===== src/rtl/tone_synth.sv =====
// Multi-channel phase-accumulator tone synthesiser: per-channel waveform and volume, saturating mix, sign-split PWM.
// Sample path is two edges from tick to sample_out; no backpressure, ticks are consumed every cycle they are high.
module tone_synth #(
  parameter int CHANNELS = 4,
  parameter int PHASE_W  = 16,
  localparam int CH_W    = (CHANNELS > 1) ? $clog2(CHANNELS) : 1
) (
  input  logic                clk,
  input  logic                reset,
  input  logic                sample_tick,
  input  logic                cfg_we,
  input  logic [CH_W-1:0]     cfg_ch,
  input  logic [1:0]          cfg_sel,
  input  logic [PHASE_W-1:0]  cfg_data,
  output logic signed [7:0]   sample_out,
  output logic                sample_valid,
  output logic                pwm_pos,
  output logic                pwm_neg
);

  localparam int SUM_W = 12;
  localparam logic signed [SUM_W-1:0] POS_LIM = 127;
  localparam logic signed [SUM_W-1:0] NEG_LIM = -127;

  logic [PHASE_W-1:0]  phase  [CHANNELS];
  logic [PHASE_W-1:0]  freq   [CHANNELS];
  logic [2:0]          mode   [CHANNELS];
  logic [7:0]          vol    [CHANNELS];
  logic signed [7:0]   scaled [CHANNELS];

  logic                tick_q;
  logic [6:0]          cnt;
  logic [6:0]          mag;
  logic                sign_q;
  logic signed [SUM_W-1:0] sum;
  logic signed [7:0]   mix;
  logic [7:0]          neg_out;

  // Quarter-wave sine table, sampled at bin centres so the mirror in quadrants 1/3 is exact.
  function automatic logic [6:0] sine_lut(input logic [5:0] i);
    logic [6:0] v;
    v = '0;
    case (i)
      6'd0:  v = 7'd2;   6'd1:  v = 7'd5;   6'd2:  v = 7'd8;   6'd3:  v = 7'd11;
      6'd4:  v = 7'd14;  6'd5:  v = 7'd17;  6'd6:  v = 7'd20;  6'd7:  v = 7'd23;
      6'd8:  v = 7'd26;  6'd9:  v = 7'd29;  6'd10: v = 7'd32;  6'd11: v = 7'd35;
      6'd12: v = 7'd38;  6'd13: v = 7'd41;  6'd14: v = 7'd44;  6'd15: v = 7'd47;
      6'd16: v = 7'd50;  6'd17: v = 7'd53;  6'd18: v = 7'd56;  6'd19: v = 7'd58;
      6'd20: v = 7'd61;  6'd21: v = 7'd64;  6'd22: v = 7'd67;  6'd23: v = 7'd69;
      6'd24: v = 7'd72;  6'd25: v = 7'd74;  6'd26: v = 7'd77;  6'd27: v = 7'd79;
      6'd28: v = 7'd82;  6'd29: v = 7'd84;  6'd30: v = 7'd86;  6'd31: v = 7'd89;
      6'd32: v = 7'd91;  6'd33: v = 7'd93;  6'd34: v = 7'd95;  6'd35: v = 7'd97;
      6'd36: v = 7'd99;  6'd37: v = 7'd101; 6'd38: v = 7'd103; 6'd39: v = 7'd105;
      6'd40: v = 7'd106; 6'd41: v = 7'd108; 6'd42: v = 7'd110; 6'd43: v = 7'd111;
      6'd44: v = 7'd113; 6'd45: v = 7'd114; 6'd46: v = 7'd115; 6'd47: v = 7'd117;
      6'd48: v = 7'd118; 6'd49: v = 7'd119; 6'd50: v = 7'd120; 6'd51: v = 7'd121;
      6'd52: v = 7'd122; 6'd53: v = 7'd123; 6'd54: v = 7'd124; 6'd55: v = 7'd124;
      6'd56: v = 7'd125; 6'd57: v = 7'd125; 6'd58: v = 7'd126; 6'd59: v = 7'd126;
      6'd60: v = 7'd127; 6'd61: v = 7'd127; 6'd62: v = 7'd127; 6'd63: v = 7'd127;
      default: v = '0;
    endcase
    return v;
  endfunction

  function automatic logic signed [7:0] wave(input logic [2:0] m, input logic [7:0] p);
    logic [6:0]        l;
    logic signed [9:0] tri_v;
    logic signed [7:0] w;
    l = sine_lut(p[6] ? ~p[5:0] : p[5:0]);
    tri_v = p[7] ? (10'sd383 - $signed({1'b0, p, 1'b0})) : ($signed({1'b0, p, 1'b0}) - 10'sd128);
    w = '0;
    case (m)
      3'd1:    w = p[7] ? -8'sd127 : 8'sd127;
      3'd2:    w = $signed(p ^ 8'h80);
      3'd3:    w = tri_v[7:0];
      3'd4:    w = p[7] ? -$signed({1'b0, l}) : $signed({1'b0, l});
      default: w = '0;
    endcase
    return w;
  endfunction

  // Product >>> 8 always fits in 8 bits since volume tops out at 255.
  function automatic logic signed [7:0] scale(input logic signed [7:0] w, input logic [7:0] v);
    logic signed [16:0] prod;
    prod = 17'(w) * 17'($signed({1'b0, v}));
    return prod[15:8];
  endfunction

  always_comb begin
    sum = '0;
    for (int c = 0; c < CHANNELS; c++) begin
      sum = sum + SUM_W'(scaled[c]);
    end
    if (sum > POS_LIM)      mix = 8'sd127;
    else if (sum < NEG_LIM) mix = -8'sd127;
    else                    mix = sum[7:0];
  end

  assign neg_out = -sample_out;
  assign pwm_pos = !sign_q && (cnt < mag);
  assign pwm_neg =  sign_q && (cnt < mag);

  always_ff @(posedge clk) begin
    if (reset) begin
      for (int c = 0; c < CHANNELS; c++) begin
        phase[c]  <= '0;
        freq[c]   <= '0;
        mode[c]   <= '0;
        vol[c]    <= '0;
        scaled[c] <= '0;
      end
      tick_q       <= 1'b0;
      sample_out   <= '0;
      sample_valid <= 1'b0;
      cnt          <= '0;
      mag          <= '0;
      sign_q       <= 1'b0;
    end else begin
      for (int c = 0; c < CHANNELS; c++) begin
        if (sample_tick) scaled[c] <= scale(wave(mode[c], phase[c][PHASE_W-1 -: 8]), vol[c]);
        if (cfg_we && cfg_ch == CH_W'(c)) begin
          case (cfg_sel)
            2'd0:    freq[c] <= cfg_data;
            2'd1:    mode[c] <= cfg_data[2:0];
            2'd2:    vol[c]  <= cfg_data[7:0];
            default: ;
          endcase
        end
        // A phase load on the same edge as a tick replaces the increment.
        if (cfg_we && cfg_ch == CH_W'(c) && cfg_sel == 2'd3) phase[c] <= cfg_data;
        else if (sample_tick)                                phase[c] <= phase[c] + freq[c];
      end
      tick_q       <= sample_tick;
      sample_valid <= tick_q;
      if (tick_q) sample_out <= mix;
      cnt <= cnt + 7'd1;
      if (cnt == 7'd127) begin
        mag    <= sample_out[7] ? neg_out[6:0] : sample_out[6:0];
        sign_q <= sample_out[7];
      end
    end
  end

endmodule


===== config.mk =====
export PLATFORM = sky130hd
export DESIGN_NAME = tone_synth
export DESIGN_NICKNAME = d
export VERILOG_FILES = /design/src/rtl/tone_synth.sv
export SDC_FILE = /design/constraint.sdc
export NUM_CORES = 1
export LEC_CHECK = 0
export CORE_UTILIZATION = 45
export DETAILED_ROUTE_END_ITERATION = 10
export DONT_BUFFER_PORTS = 1
export SYNTH_ARGS = -nofsm -noshare
export SYNTH_HDL_FRONTEND = slang
export SYNTH_SLANG_ARGS = --single-unit

===== constraint.sdc =====
create_clock -name clk -period 7.4 [get_ports clk]
set_input_delay 0.37 -clock clk [delete_from_list [all_inputs] [get_ports clk]]
set_output_delay 0.37 -clock clk [all_outputs]
set_load 0.03 [all_outputs]

==> reports/results.ini, run 1 <==
[pwr]
p_switching_mw=3.043
fin_total_pwr_mw=7.079
swShare=0.4298
max-vdd-ir-drop_mv=0.1871
seqPwrFrac=0.251
internal_power_mw=4.036
clkPwrFrac=0.185
power_density_nw_per_um2=237.9
p_leak_nw=12.60
p_comb_frac=0.564

[worst_hold_path]
hold_class=primary input to flop
worstHoldPathCells=1

[routing]
wl_per_cell_um=19.84
first_pass_iters=7
totalWireLength_um=76930
via_count=22740
postRouteAntennaNets=0
vias_per_cell=5.864
drt_iter0_drc=1788
drc=0

[global_route]
grt_pass1_vias=22525
antenna_found_initial=10
grt_max_degree=41
grt.total_usage=0.2439
grt_pass1_wl_um=122700
overflow=0

[logic_synthesis]
yosys-top-cells-area=edfxtp_1 22%, ha_1 12%, fa_1 12%
ys_top_cells_by_count=292 x nor2_1, 274 x ha_1, 249 x inv_1
yosys_register_bits=229
ys.flop_type=edfxtp_1
async_reset_ff_frac=0
syn_nets=3542
netlist-cell-type-count=125
syn_inst=3083
yosys_warnings=0
synth_edf_count=204
yosysMostFrequentCell=nor2_1
synth.largest_area_cell=edfxtp_1
syn_avg_cell_area_sq_um=8.953
synth_top_cell_area_share=0.2219
syn_area_sq_um=27600
seq_area_frac_synth=0.2401

[placement]
pre_cts_ws_ps=-1.249
place.gp.congestion=0.9103
numPortBuffers=0
hpwl_um=54260
dp.cells=3803

[timing]
rsz0062_at_grt=true
hold_violations=0
setup_slack_ps=196.8
skew_ps=24.68
relSlewSlack=0.1440
whs_ps=10.78
slew_violations=0
fin_crit_ps=7203
timing.fmax_mhz=138.8
fin_crit_sh=0.9734
setup_viol=0
worst_pin_slew_ps=1279

[floorplanning]
io_pins=35
die_area_sq_um=62330
initial_core_util=0.4564
die_h_um=249.7
rows=90
fp.coreArea_sq_um=60470
die_w_um=249.7

[clocking]
clkTransAtPathRegs_ps=60
cts_made_buffers=27
cts_tree=built
root_buffer=clkbuf_16
cts.path.max_buffers=3
insertion_delay_ps=580
cts.sinks=229
htreeDepth=1

[final_layout]
drive_above_1_share=0.07302
area_growth_pct=7.824
fillerInstances=5650
nNetsFinal=3538
final_cells=3878

[critical_path]
startpoint_type=flop
r2r_cells=25
setup.worst_path.class=flop to flop
cp.required_ps=7820
crit_fanout=22
crit_arrival_ps=7620
cp-end-kind=flop

[job]
drv_cap=0

[run_status]
outcome=complete, no violations

==> stage by stage <==
step / utilization / cell area [sq um] / setup TNS (ps)
6_report: 0.4922 / 29760 / 0
5_1_grt: 0.4921 / 29760 / -95.67
4_1_cts: 0.4888 / 29560 / 0
3_5_place_dp: 0.4710 / 28480 / -1.249
3_3_place_gp: 0.4710 / 28480 / 0
2_1_floorplan: - / 27600 / 0
==> critical path: stages (launching register included) <==
cell and delay [ps]:
edfxtp_1 480, buf_4 270, nor2b_1 170, nor2_1 230, ha_1 330, o31ai_1 90
a22oi_1 220, a32o_1 300, ha_1 250, inv_1 80, o31a_1 310, o211ai_2 320
and2_1 200, fa_1 450, fa_1 520, fa_1 500, inv_1 50, fa_1 470
inv_1 40, ha_1 310, nor3_1 180, nor2_1 90, a31o_2 280, o41a_1 340
or4_1 470, nand4_1 90
==> per-layer routing <==
metal	share of wire	GRT usage
met3	0.073	0.04328
met5	0	0
met1	0.43	0.3239
met2	0.47	0.4101
met4	0.024	0.05838
==> kinds of logic (layout without fill, tap and decap cells) <==
kind of cell,count (synthesis),after routing,share of synthesized area
buffers and inverters,399,411,0.06160
adder cells (fa/ha/maj),435,435,0.2410
XOR/XNOR,135,135,0.04429
multiplexers,23,23,0.008567
other,0,1,0
AND/OR/NAND/NOR,1174,1174,0.2257
flip-flops,229,229,0.2401
AO/OA/AOI/OAI,688,688,0.1787
==> layout by cell type (no fill, tap or decap), types with 97 or more instances in the layout <==
cell type	synthesis	routed
nor2_1	292	292
and2_1	148	148
nor2b_1	180	180
nand2_1	185	185
ha_1	274	274
inv_1	249	249
o21ai_0	134	130
a21oi_1	128	126
xnor2_1	98	97
edfxtp_1	204	204
fa_1	161	161
==> worst paths after layout <==
path,endpoint,slack (ps),from
setup / recovery,scaled[2][7]$_SDFFCE_PN0P_,200,phase[2][14]$_SDFFCE_PN0P_
hold / removal,phase[3][14]$_DFFE_PP_,10,cfg_data[14]
setup reg to reg,scaled[2][7]$_SDFFCE_PN0P_,200,phase[2][14]$_SDFFCE_PN0P_
hold reg to reg,cnt[0]$_SDFF_PP0_,460,cnt[0]$_SDFF_PP0_
==> timing repair <==
action / in CTS / in global routing
pin swaps: 0 / 5
gates cloned: 0 / 0
setup buffers: 0 / 5
endpoints found under the setup margin: 1 / 18
hold buffers: 23 / 1
resized for setup: 1 / 27
hold endpoints to repair: 115 / 1
==> layout make-up <==
type	count	area, sq um	share of cell area
Multi-Input combinational cell	2455	19460	0.6537
Sequential cell	229	6626	0.2227
Tap cell	782	978.4	0.03288
Inverter	257	965.9	0.03246
Timing Repair Buffer	109	890.9	0.02993
Clock buffer	34	701.9	0.02359
Clock inverter	11	138.9	0.004667
Antenna cell	1	2.502	0.00008408
==> power by group through the flow <==
| stage | Clock (mW) | Combinational (mW) | Sequential (mW) |
|---|---|---|---|
| finish | 1.31 | 3.99 | 1.78 |
| CTS | 1.33 | 3.95 | 1.77 |
| global route | 1.38 | 4.53 | 1.80 |
| detailed placement | 0 | 3.88 | 1.80 |
| global placement | 0 | 3.80 | 1.79 |
| floorplan | 0 | 3.07 | 1.70 |
==> flip-flops by register name (all words and copies together), names as in the netlist <==
register	flops
sample_out	8
mode	12
freq	64
sign_q	1
mag	7
tick_q	1
phase	64
sample_valid	1
vol	32
cnt	7
scaled	32
Power figures use the tool's default switching activity.
==> run 2: changes to the inputs <==
CAP_MARGIN = 20   (was default)
clock period = 6.7 ns   (was 7.4 ns; I/O delays follow)
==> run 2 against run 1 <==
Against the previous run: sequential power grew 9.6%; flip-flop and latch count is the same; clock skew grew 13 ps; highest routed layer is now met5; total power grew 29%; combinational power grew 43%; sequential share of layout area shrank 2.0 points; the flow now finishes with violations (negative setup slack); largest power group unchanged; clock-buffer cell count shrank 3; final area grew 9.9%; clock power grew 15%; via count grew 3.3%.
==> reports/results.ini, run 2 (synthesis results as in run 1) <==
[placement]
numPortBuffers=0  ; unchanged
pre_cts_ws_ps=-351.9  ; -350.7 ps
hpwl_um=57040  ; +5.1%
place.gp.congestion=0.9267  ; +1.8%

[global_route]
grt_max_degree=54  ; +32%
grt.total_usage=0.2469  ; +0.002997
antenna_found_initial=7  ; -3
overflow=0  ; unchanged
grt_pass1_vias=23331  ; +3.6%
grt_pass1_wl_um=125100  ; +1.9%

[clocking]
cts_made_buffers=27  ; unchanged
cts.sinks=229  ; unchanged
cts.path.max_buffers=3  ; unchanged
root_buffer=clkbuf_16
cts_tree=built
htreeDepth=1  ; unchanged
insertion_delay_ps=590  ; about the same
clkTransAtPathRegs_ps=70  ; about the same

[routing]
wl_per_cell_um=19.55  ; -1.4%
drc=0  ; unchanged
vias_per_cell=5.782  ; -1.4%
first_pass_iters=5  ; -2
via_count=23482  ; +3.3%
totalWireLength_um=79410  ; +3.2%
drt_iter0_drc=1713  ; -4.2%
postRouteAntennaNets=0  ; unchanged

[final_layout]
final_util=0.5407  ; +0.04858
regArea_sq_um=6626  ; unchanged
drive_above_1_share=0.1907  ; +0.1177
layout_commonest_cell=nor2_1
area_growth_pct=18.47
fillerInstances=5375  ; -4.9%
reg_top3=freq x64, phase x64
nNetsFinal=3719  ; +5.1%
multiInputGateArea_sq_um=20860  ; +7.2%
final_cell_mix=278 x nor2_1, 245 x buf_4, 235 x ha_1

[floorplanning]
rows=90  ; unchanged
fp.coreArea_sq_um=60470  ; unchanged
die_area_sq_um=62330  ; unchanged
die_h_um=249.7  ; unchanged
io_pins=35  ; unchanged
initial_core_util=0.4564  ; unchanged
die_w_um=249.7  ; unchanged

[critical_path]
setup.worst_path.class=flop to flop
startpoint_type=flop
cp.required_ps=7120  ; -700 ps
slowest_stage=edfxtp_1
crit_fanout=6  ; -73%
cp-end-kind=flop
crit_arrival_ps=7240  ; -380 ps
crit_top_cell=fa_1
r2r_cells=25  ; unchanged
cp_slowest_stage_delay_ps=560  ; +40 ps

[timing]
slew_violations=0  ; unchanged
fin_crit_sh=1.018  ; +0.04443
fin_crit_ps=6819  ; -383.7 ps
relSlewSlack=0.2068  ; +0.06274
skew_ps=37.83  ; +13.15 ps
worst_pin_slew_ps=1160  ; -119.4 ps
setup_slack_ps=-119.5  ; -316.3 ps
hold_violations=0  ; unchanged
rsz0062_at_grt=true
timing.fmax_mhz=146.6  ; +5.6%
setup_viol=6  ; +6

[worst_hold_path]
hold_class=primary input to flop
worstHoldPathCells=2  ; +1

[pwr]
p_leak_nw=13.76  ; +9.2%
max-vdd-ir-drop_mv=0.2183  ; +17%
power_density_nw_per_um2=280.1  ; +18%

[job]
drv_cap=0  ; unchanged

[run_status]
outcome=complete, but fails checks
violations=negative setup slack

==> run 2: cell count changes in the layout (fill, tap and decap cells not counted), moves of 18 or more <==
cell / delta
buf_4: +161
ha_1: -39
ha_4: +22
nor2b_1: -20
inv_1: -19
o21ai_0: -18
==> run 2: metal layers <==
layer | share of wire | track usage | wire, um
met5 | 0.00034 | 0 | 27
met4 | 0.024 | 0.05785 | 1911
met3 | 0.059 | 0.03515 | 4673
met2 | 0.47 | 0.4160 | 37480
met1 | 0.44 | 0.3333 | 35320
==> run 2: worst paths after layout <==
| check | slack (ps) | endpoint | startpoint |
|---|---|---|---|
| worst max register to register | -120 | scaled[1][7]$_SDFFCE_PN0P_ | phase[1][14]$_SDFFCE_PN0P_ |
| worst min-delay path | 20 | phase[2][6]$_SDFFCE_PN0P_ | cfg_data[6] |
| worst max-delay path | -120 | scaled[1][7]$_SDFFCE_PN0P_ | phase[1][14]$_SDFFCE_PN0P_ |
| worst min register to register | 460 | cnt[0]$_SDFF_PP0_ | cnt[0]$_SDFF_PP0_ |
==> run 2: cell type report <==
| cell class | count | share of cell area |
|---|---|---|
| diodes | 2 | 0.0001531 |
| flip-flops and latches | 229 | 0.2026 |
| well taps | 782 | 0.02992 |
| repair buffers | 290 | 0.07278 |
| clock buffers | 31 | 0.02112 |
| inverters | 257 | 0.02973 |
| clock inverters | 15 | 0.005778 |
| multi-input cells | 2455 | 0.6379 |
==> run 2: power by group <==
group          leakage, nW  switching, mW  internal (mW)
Combinational         11.0           3.05           2.67
Clock                0.425          0.608          0.888
Sequential            2.30          0.205           1.74
==> run 2: critical path: cells and delay by family, from the launching register on <==
kind	cells	cell delay, ps
compound gates	8	1400
xor+xnor	2	670
fa+ha+maj	6	2480
buf+inv	3	310
flops	1	560
simple gates	6	1210
==> run 2: timing repair <==
item                       in CTS  in global routing
gates resized for setup        49                243
hold endpoints to repair      183                  0
setup endpoints to repair      20                 28
pin swaps                      43                144
hold buffers                   22                  0
buffers inserted               16                 30
==> run 2: through the flow <==
stage          area, sq um  power, mW  setup TNS (ps)  hold slack (ps)  cells
4_1_cts              31330      8.514          -17.77           0.2484   4028
3_5_place_dp         29880      6.812           -3018            449.6   3944
6_report             32700      9.160          -215.5            16.21   4061
2_1_floorplan        27930      5.371          -22.62            422.0   3083
3_3_place_gp         29870      6.693           -1489            440.5   3943
5_1_grt              32690      9.894           -3646            10.96   4059
==> run 3: changes to the inputs <==
==> constraint.sdc (replaced) <==
create_clock -name clk -period 6.7 [get_ports clk]
set_input_delay 1.34 -clock clk [delete_from_list [all_inputs] [get_ports clk]]
set_output_delay 1.34 -clock clk [all_outputs]
set_load 0.03 [all_outputs]
==> run 3 against run 2 <==
Against the previous run: the flow still finishes with violations (negative setup slack); flip-flop and latch count did not move; die area unchanged; register-to-register slack better by 40 ps; critical endpoint unchanged; first-iteration DRC count down 8.4%; fmax is 0.59% higher; largest power group unchanged; utilization is 0.38 points lower; final area fell by 0.70%.
==> reports/results.ini, run 3 (synthesis results as in run 1) <==
[final_layout]
drive_above_1_share=0.1915  ; +0.0007334
final_util=0.5370  ; -0.003766
final_cell_mix=278 x nor2_1, 243 x buf_4, 236 x ha_1
reg_top3=freq x64, phase x64
nNetsFinal=3696  ; -0.62%
diodes=0  ; -2
layout_commonest_cell=nor2_1
area_growth_pct=17.64

[floorplanning]
die_h_um=249.7  ; unchanged
die_area_sq_um=62330  ; unchanged
die_w_um=249.7  ; unchanged
io_pins=35  ; unchanged
initial_core_util=0.4564  ; unchanged
fp.coreArea_sq_um=60470  ; unchanged
rows=90  ; unchanged

[critical_path]
cp-end-kind=flop
cp.required_ps=7120  ; about the same
crit_family=adder cells
crit_arrival_ps=7200  ; -40 ps
setup.worst_path.class=flop to flop
crit_fanout=7  ; +1
crit_top_cell=fa_1
cp_slowest_stage_delay_ps=580  ; +20 ps
cp_num_buf_inv=5  ; +2
slowest_stage=fa_1
startpoint_type=flop

[clocking]
insertion_delay_ps=590  ; about the same
cts_hold_buf=0  ; -100%
clkTransAtPathRegs_ps=70  ; about the same
cts.sinks=229  ; unchanged
root_buffer=clkbuf_16
cts_made_buffers=27  ; unchanged
cts.path.max_buffers=3  ; unchanged
htreeDepth=1  ; unchanged
cts_tree=built

[routing]
totalWireLength_um=76700  ; -3.4%
via_count=23265  ; -0.92%
met1Wirelength_um=34830  ; -1.4%
first_pass_iters=5  ; unchanged
drt_iter0_drc=1569  ; -8.4%
vias_per_cell=5.764  ; -0.31%
wl_per_cell_um=19.00  ; -2.8%
wl_met2_um=36380  ; -2.9%
postRouteAntennaNets=0  ; unchanged
top_layer_used=met4
dr_wl_met3_um=3976  ; -15%
drc=0  ; unchanged

[global_route]
grt.total_usage=0.2391  ; -0.007815
grt_pass1_wl_um=122200  ; -2.3%
antenna_found_initial=2  ; -5
grt_max_degree=61  ; +13%
grt_pass1_vias=23096  ; -1.0%
overflow=0  ; unchanged

[timing]
timing.fmax_mhz=147.5  ; +0.59%
skew_ps=35.03  ; -2.799 ps
fin_crit_sh=1.012  ; -0.005916
relSlewSlack=0.2166  ; +0.009827
slew_violations=0  ; unchanged
fin_crit_ps=6780  ; -39.64 ps
worst_pin_slew_ps=1145  ; -14.37 ps
rsz0062_at_grt=true
setup_viol=4  ; -2
hold_violations=0  ; unchanged
setup_slack_ps=-79.82  ; +39.64 ps

[run_status]
violations=negative setup slack
outcome=complete, but fails checks

[placement]
hpwl_um=57040  ; unchanged
place.gp.congestion=0.9267  ; unchanged
pre_cts_ws_ps=-351.9  ; unchanged
numPortBuffers=0  ; unchanged

[pwr]
fin_total_pwr_mw=9.110  ; -0.55%
max-vdd-ir-drop_mv=0.2181  ; about the same
swShare=0.4198  ; -0.002141
power_density_nw_per_um2=280.6  ; +0.15%
internal_power_mw=5.285  ; -0.18%
clkPwrFrac=0.165  ; +0.002
p_switching_mw=3.825  ; -1.1%
p_comb_frac=0.621  ; -0.003
p_leak_nw=13.66  ; -0.73%
seqPwrFrac=0.213  ; about the same

[job]
drv_cap=0  ; unchanged

[worst_hold_path]
hold_class=flop to flop

-- run 3: path summary, 6_finish.rpt --
kind / from / to / slack (ps) / cells past startpoint
min reg2reg: cnt[0]$_SDFF_PP0_ / cnt[0]$_SDFF_PP0_ / 460 / 1
max: phase[1][14]$_SDFFCE_PN0P_ / scaled[1][7]$_SDFFCE_PN0P_ / -80 / 26
min: cnt[0]$_SDFF_PP0_ / cnt[0]$_SDFF_PP0_ / 460 / 1
max reg2reg: phase[1][14]$_SDFFCE_PN0P_ / scaled[1][7]$_SDFFCE_PN0P_ / -80 / 26
-- run 3: what timing repair did --
item / CTS / global route
setup buffers: 16 / 32
pin swaps: 43 / 152
gates resized for setup: 49 / 246
endpoints found under the setup margin: 20 / 28
-- run 3: power by group through the flow --
stage	clock network [mW]	logic [mW]	registers, mW
floorplan	0	3.49	1.88
global route	1.58	6.29	1.97
global placement	0	4.73	1.97
CTS	1.52	5.00	1.94
detailed placement	0	4.84	1.97
finish	1.50	5.66	1.94
-- run 3: area by class of cell --
type | instances | area, sq um
clock buffer | 31 | 690.7
clock inverter | 15 | 188.9
fill | 5419 | 28000
inverter | 257 | 974.7
multi-input combinational | 2455 | 20880
sequential | 229 | 6626
tap | 782 | 978.4
timing repair buffer | 267 | 2135
-- run 3: metal layers --
layer / GRT usage / vias to the layer above
met5: 0 / -
met4: 0.04427 / 0
met1: 0.3265 / 11380
met3: 0.02952 / 112
met2: 0.4072 / 619
li1: - / 11154
-- run 3: stage by stage --
| stage | area, sq um | hold WS, ps | TNS (ps) | instances |
|---|---|---|---|---|
| after global routing | 32470 | 488.9 | -3631 | 4036 |
| after detailed placement | 29880 | 454.3 | -3018 | 3944 |
| after floorplan | 27930 | 425.2 | -22.62 | 3083 |
| after global placement | 29870 | 440.5 | -1489 | 3943 |
| final | 32470 | 462.4 | -164.6 | 4036 |
| after CTS | 31090 | 465.6 | -17.77 | 4006 |
